$ cat src/rtl/bus_datapath_seq_pkg.sv
// Shared op-codes, FSM states and op classification for bus_datapath_seq.
package bus_datapath_seq_pkg;

  localparam logic [3:0] OP_ADD  = 4'd0;
  localparam logic [3:0] OP_SUB  = 4'd1;
  localparam logic [3:0] OP_AND  = 4'd2;
  localparam logic [3:0] OP_OR   = 4'd3;
  localparam logic [3:0] OP_SHL  = 4'd4;
  localparam logic [3:0] OP_SHR  = 4'd5;
  localparam logic [3:0] OP_MUL  = 4'd6;
  localparam logic [3:0] OP_IN   = 4'd7;
  localparam logic [3:0] OP_OUT  = 4'd8;
  localparam logic [3:0] OP_MFHI = 4'd9;
  localparam logic [3:0] OP_MFLO = 4'd10;

  typedef enum logic [2:0] {IDLE, T_Y, T_Z, T_W, DONE} state_t;

  function automatic logic is_alu_op(input logic [3:0] op);
    return op <= OP_MUL;
  endfunction

  function automatic logic is_xfer_op(input logic [3:0] op);
    return (op >= OP_IN) && (op <= OP_MFLO);
  endfunction

endpackage

$ cat src/rtl/bus_datapath_seq_alu.sv
// Combinational ALU for ops 0-6; results are zero-extended except the signed MUL.
module alu_param
  import bus_datapath_seq_pkg::*;
#(
  parameter int WIDTH = 32
) (
  input  logic [3:0]         op,
  input  logic [WIDTH-1:0]   a,
  input  logic [WIDTH-1:0]   b,
  output logic [2*WIDTH-1:0] y
);

  localparam int SHW = $clog2(WIDTH);

  logic [SHW-1:0]     sh;
  logic [2*WIDTH-1:0] a_sx, b_sx;

  assign sh   = b[SHW-1:0];
  assign a_sx = {{WIDTH{a[WIDTH-1]}}, a};
  assign b_sx = {{WIDTH{b[WIDTH-1]}}, b};

  always_comb begin
    y = '0;
    case (op)
      OP_ADD:  y[WIDTH-1:0] = a + b;
      OP_SUB:  y[WIDTH-1:0] = a - b;
      OP_AND:  y[WIDTH-1:0] = a & b;
      OP_OR:   y[WIDTH-1:0] = a | b;
      OP_SHL:  y[WIDTH-1:0] = a << sh;
      OP_SHR:  y[WIDTH-1:0] = a >> sh;
      // Low 2W bits of the sign-extended product equal the signed WxW product.
      OP_MUL:  y = a_sx * b_sx;
      default: y = '0;
    endcase
  end

endmodule

$ cat src/rtl/bus_datapath_seq.sv
// Single-bus register datapath: ALU ops through Y/Z in T_Y/T_Z/T_W, transfers in T_W.
module bus_datapath_seq
  import bus_datapath_seq_pkg::*;
#(
  parameter  int WIDTH = 32,
  parameter  int NREGS = 16,
  localparam int RAW   = $clog2(NREGS)
) (
  input  logic               clk,
  input  logic               reset,
  input  logic               start,
  input  logic [3:0]         op,
  input  logic [RAW-1:0]     ra,
  input  logic [RAW-1:0]     rb,
  input  logic [RAW-1:0]     rc,
  input  logic [WIDTH-1:0]   imm,
  input  logic               use_imm,
  input  logic               ba_mode,
  input  logic [WIDTH-1:0]   in_port,
  output logic [WIDTH-1:0]   out_port,
  output logic               busy,
  output logic               done,
  output logic               err,
  output logic [WIDTH-1:0]   bus_out,
  output logic [2*WIDTH-1:0] z_out
);

  state_t             state;
  logic [WIDTH-1:0]   regs [NREGS];
  logic [WIDTH-1:0]   y_reg, hi, lo, in_reg;
  logic [2*WIDTH-1:0] z, alu_y;

  logic [3:0]         op_q;
  logic [RAW-1:0]     ra_q, rb_q, rc_q;
  logic [WIDTH-1:0]   imm_q;
  logic               use_imm_q, ba_q;

  logic [WIDTH-1:0]   rb_val, rc_val, bus;

  // Base-address mode turns R0 into a constant-zero source.
  assign rb_val = (ba_q && rb_q == '0) ? '0 : regs[rb_q];
  assign rc_val = (ba_q && rc_q == '0) ? '0 : regs[rc_q];

  always_comb begin
    bus = '0;
    case (state)
      T_Y: bus = rb_val;
      T_Z: bus = use_imm_q ? imm_q : rc_val;
      T_W: begin
        case (op_q)
          OP_IN:   bus = in_reg;
          OP_OUT:  bus = rb_val;
          OP_MFHI: bus = hi;
          OP_MFLO: bus = lo;
          default: bus = z[WIDTH-1:0];
        endcase
      end
      default: bus = '0;
    endcase
  end

  alu_param #(.WIDTH(WIDTH)) u_alu (
    .op (op_q),
    .a  (y_reg),
    .b  (bus),
    .y  (alu_y)
  );

  always_ff @(posedge clk) begin
    if (reset) begin
      state     <= IDLE;
      busy      <= 1'b0;
      done      <= 1'b0;
      err       <= 1'b0;
      y_reg     <= '0;
      z         <= '0;
      hi        <= '0;
      lo        <= '0;
      in_reg    <= '0;
      out_port  <= '0;
      op_q      <= '0;
      ra_q      <= '0;
      rb_q      <= '0;
      rc_q      <= '0;
      imm_q     <= '0;
      use_imm_q <= 1'b0;
      ba_q      <= 1'b0;
      for (int i = 0; i < NREGS; i++) regs[i] <= '0;
    end else begin
      in_reg <= in_port;
      done   <= 1'b0;
      err    <= 1'b0;
      case (state)
        IDLE: begin
          if (start) begin
            op_q      <= op;
            ra_q      <= ra;
            rb_q      <= rb;
            rc_q      <= rc;
            imm_q     <= imm;
            use_imm_q <= use_imm;
            ba_q      <= ba_mode;
            busy      <= 1'b1;
            if (is_alu_op(op)) begin
              state <= T_Y;
            end else if (is_xfer_op(op)) begin
              state <= T_W;
            end else begin
              state <= DONE;
              done  <= 1'b1;
              err   <= 1'b1;
            end
          end
        end
        T_Y: begin
          y_reg <= bus;
          state <= T_Z;
        end
        T_Z: begin
          z     <= alu_y;
          state <= T_W;
        end
        T_W: begin
          // Only legal ops reach T_W; everything but MUL/OUT writes Ra from the bus.
          if (op_q == OP_MUL) begin
            hi <= z[2*WIDTH-1:WIDTH];
            lo <= z[WIDTH-1:0];
          end else if (op_q == OP_OUT) begin
            out_port <= bus;
          end else begin
            regs[ra_q] <= bus;
          end
          state <= DONE;
          done  <= 1'b1;
        end
        default: begin
          state <= IDLE;
          busy  <= 1'b0;
        end
      endcase
    end
  end

  assign bus_out = bus;
  assign z_out   = z;

endmodule

$ cat config.mk
export PLATFORM = sky130hd
export DESIGN_NAME = bus_datapath_seq
export DESIGN_NICKNAME = d
export VERILOG_FILES = /design/src/rtl/bus_datapath_seq_pkg.sv /design/src/rtl/bus_datapath_seq_alu.sv /design/src/rtl/bus_datapath_seq.sv
export SDC_FILE = /design/constraint.sdc
export NUM_CORES = 2
export LEC_CHECK = 0
export CAP_MARGIN = 20
export CORE_MARGIN = 4
export CORE_UTILIZATION = 48
export CTS_BUF_LIST = sky130_fd_sc_hd__clkbuf_2
export CTS_CLUSTER_DIAMETER = 100
export DETAILED_ROUTE_END_ITERATION = 16
export GPL_TIMING_DRIVEN = 0
export PLACE_DENSITY_LB_ADDON = 0.12
export SYNTH_ARGS = -nofsm -noshare
export SYNTH_HDL_FRONTEND = slang
export SYNTH_SLANG_ARGS = --single-unit
$ cat constraint.sdc
create_clock -name clk -period 11 [get_ports clk]
set_input_delay 2.75 -clock clk [delete_from_list [all_inputs] [get_ports clk]]
set_output_delay 2.75 -clock clk [all_outputs]
set_load 0.02 [all_outputs]
==> impl_metrics.yaml <==
outcome:
  status: "finished with violations"
  violations: "design-rule violations"
detailed_routing:
  via_per_inst: 6.46
  dr.pass1.iters: 12
  wl_per_cell_um: 38.4
  initialDrtViolationCount: 10000
  drc: 6
  vias: 72000
  wirelength_um: 428000
  ant_nets: 0
timing:
  tightest_slew_ns: 1.37
  min_period_ns: 10.99
  finalHoldViolations: 0
  slew_viol_final: 0
  max_slew_margin_pct: 8.36
  clock_skew_ns: 0.180
  hold_slack_ns: 0.385
  period_share_pct: 99.9
  finalSetupViolCount: 0
  fmax_mhz: 91.0
global_routing:
  overflow: 0
  grt_usage_pct: 48.8
  grt_pass1_vias: 72600
  grt_pass1_wl_um: 581000
  grt_max_degree: 33
  antenna_found_initial: 50
synth:
  synth_flop_cell: "edfxtp_1"
  syn-cell-area_um2: 80700
  muxShareOfSynthArea_pct: 9.41
  synth-compound-area-share_pct: 9.09
  yosysUniqueCellTypes: 103
  synth-edff-count: 512
  ys_ff_latch: 800
  ys_seq_area_share_pct: 26.2
  synth-adder-area-share_pct: 30.3
  synthSimpleGateAreaFrac_pct: 15.3
  postSynthNetCount: 9537
  ys_warn_count: 0
  ys_async_sr_fraction_pct: 0
  synth_xor_area_share_pct: 1.37
  syn_avg_cell_area_um2: 9.90
  synth_cells: 8150
  synth_top_family_by_area: "adder cells"
setup_path:
  critPathCaptureType: "flip-flop"
  worstSetupPathType: "reg -> reg"
  path_common_cell: "a21oi_1"
  reg2reg_depth: 30
  worstPathArrival_ns: 12.60
  reg2reg_slack_ns: 0.007
  worstPathMaxFanout: 12
  reg2reg_to: "z_out[29]"
  start_kind: "flip-flop"
  cp_slowest_stage_delay_ns: 0.77
  worst_path_max_delay_cell: "clkbuf_1"
  required_ns: 12.61
floorplanning:
  die_y_um: 418
  core_um2: 167000
  io_pins: 216
  rows: 150
  die-area_um2: 175000
  die_width_um: 418
  start_util_pct: 48.3
finish:
  area.sequential_um2: 21100
  nNetsFinal: 10100
  fillers: 15300
  syn_to_final_growth_pct: 14.1
  multi_input_area_um2: 53900
  drive_gt1_share_pct: 14.7
  top_register: "regs"
  largest_reg_flops: 512
min_path:
  whs_path_depth: 2
  min_from: "z_out[34]"
  hp-class: "reg -> reg"
  hold_end: "hi[2]"
pwr:
  p_per_area_nw_per_um2: 121
  max-vdd-ir-drop_mv: 0.107
  totalPowerFinal_mw: 11.1
  leakagePower_nw: 38.7
clocking:
  cts_htree_levels: 4
  cts_sinks: 800
  root_buffer: "clkbuf_2"
  cts_made_buffers: 202
  cts_tree: "yes"
  clk_latency_ns: 1.75
  clockBufferDepth: 3
  clkTransAtPathRegs_ns: 0.12
placed_design:
  globalplace.congestion: 1.07
  dp_hpwl_um: 340000
  portBuffers: 215
run:
  drv_cap: 0
==> Yosys cell counts, drive strengths merged, types with 50 or more instances <==
master / instances / area [um2]
a211oi: 61 / 458
a21o: 69 / 518
a21oi: 386 / 1940
a31oi: 51 / 334
and2: 257 / 1610
buf: 182 / 1020
clkbuf: 454 / 1700
dfxtp: 288 / 5770
edfxtp: 512 / 15400
fa: 1083 / 21700
ha: 219 / 2740
inv: 1064 / 3990
mux2: 54 / 608
mux2i: 97 / 971
mux4: 267 / 6020
nand2: 1034 / 3880
nand2b: 50 / 313
nand3: 79 / 405
nor2: 648 / 2430
nor2b: 411 / 2570
o21ai: 231 / 1160
xnor2: 83 / 734
==> metal layers <==
metal / vias to the layer above / track usage (%) / wire (um)
met1: 36300 / 55.9 / 142000
met3: 1921 / 16.6 / 51600
met5: - / 0.750 / 420
li1: 28100 / - / -
met2: 5731 / 71.9 / 182000
met4: 20 / 45.0 / 51800
==> timing repair <==
action	4_1_cts	5_1_grt
endpoints found under the setup margin	61	43
buffers inserted	41	80
hold buffers	0	0
pin swaps	25	37
cloned	0	0
gates resized for setup	413	241
==> worst max-delay path by stage <==
stage                     end  slack (ns)  depth (start not counted)
global route        z_out[62]       -0.14                         37
detailed placement  z_out[58]       -4.46                         35
global placement    z_out[62]       -6.13                         36
floorplan           z_out[62]        0.24                         38
CTS                 z_out[48]     0.00009                         40
finish              z_out[29]       0.007                         30
==> logic make-up after synthesis <==
group | Yosys count
xor gates and xnor gates | 125
buffers and inverters | 1709
AOI/OAI and AO/OA | 1149
muxes | 418
DFF | 800
adders and majority gates | 1302
and+or+nand+nor | 2647
==> report_power, final <==
group / switching [mW] / leakage (nW) / total, mW / internal [mW]
Clock: 1.41 / 1.41 / 2.16 / 0.756
Combinational: 3.76 / 29.7 / 5.52 / 1.76
Sequential: 0.119 / 7.63 / 3.41 / 3.29
Total: 5.29 / 38.7 / 11.1 / 5.81
==> layout make-up <==
cell class | count | area share [%]
Multi-Input combinational cell | 5641 | 58.5
Sequential cell | 800 | 23.0
Timing Repair Buffer | 428 | 5.09
Inverter | 1073 | 4.46
Buffer | 604 | 3.85
Tap cell | 2204 | 3.00
Clock buffer | 293 | 1.59
Clock inverter | 68 | 0.442
Antenna cell | 38 | 0.103
==> layout by cell type, fill, tap and decap left out, types with 39 or more instances in the layout <==
master,n
a21o_1,69
nor2b_1,407
buf_8,56
fa_1,1076
o21ai_0,210
a31oi_1,48
buf_4,140
clkdlybuf4s50_1,215
mux2i_1,96
nand2_1,1031
inv_1,1047
nand3_1,72
clkinv_1,42
a21oi_1,363
ha_1,209
buf_12,50
mux4_2,266
xnor2_1,81
clkbuf_1,328
xor2_1,40
buf_2,52
mux2_2,53
edfxtp_1,512
buf_6,49
and2_1,256
dfxtp_1,283
nor2_1,643
buf_1,41
a211oi_1,53
a22oi_1,39
clkbuf_2,342
==> metrics by stage <==
| step | TNS [ns] | setup slack, ns | cell area [um2] | utilization [%] | instances |
|---|---|---|---|---|---|
| 3_5_place_dp | -137.31 | -4.46 | 86900 | 52.0 | 10600 |
| 2_1_floorplan | 0 | 0.244 | 80700 | - | 8150 |
| 6_report | 0 | 0.00740 | 92100 | 55.1 | 11100 |
| 4_1_cts | 0 | 0.0000879 | 90400 | 54.1 | 11000 |
| 5_1_grt | -0.586 | -0.138 | 92000 | 55.0 | 11100 |
| 3_3_place_gp | -182.40 | -6.13 | 85600 | 51.2 | 10600 |
==> critical path, delay by kind of cell, from the launching register on <==
family | cells | cell delay, ns
AO/OA/AOI/OAI | 14 | 4.29
adder cells (fa/ha/maj) | 2 | 0.62
XOR/XNOR | 1 | 0.45
AND/OR/NAND/NOR | 3 | 0.83
buffers and inverters | 9 | 3.91
flip-flops | 1 | 0.36
multiplexers | 1 | 0.35
Note: power is estimated with default switching activity, not from simulation.
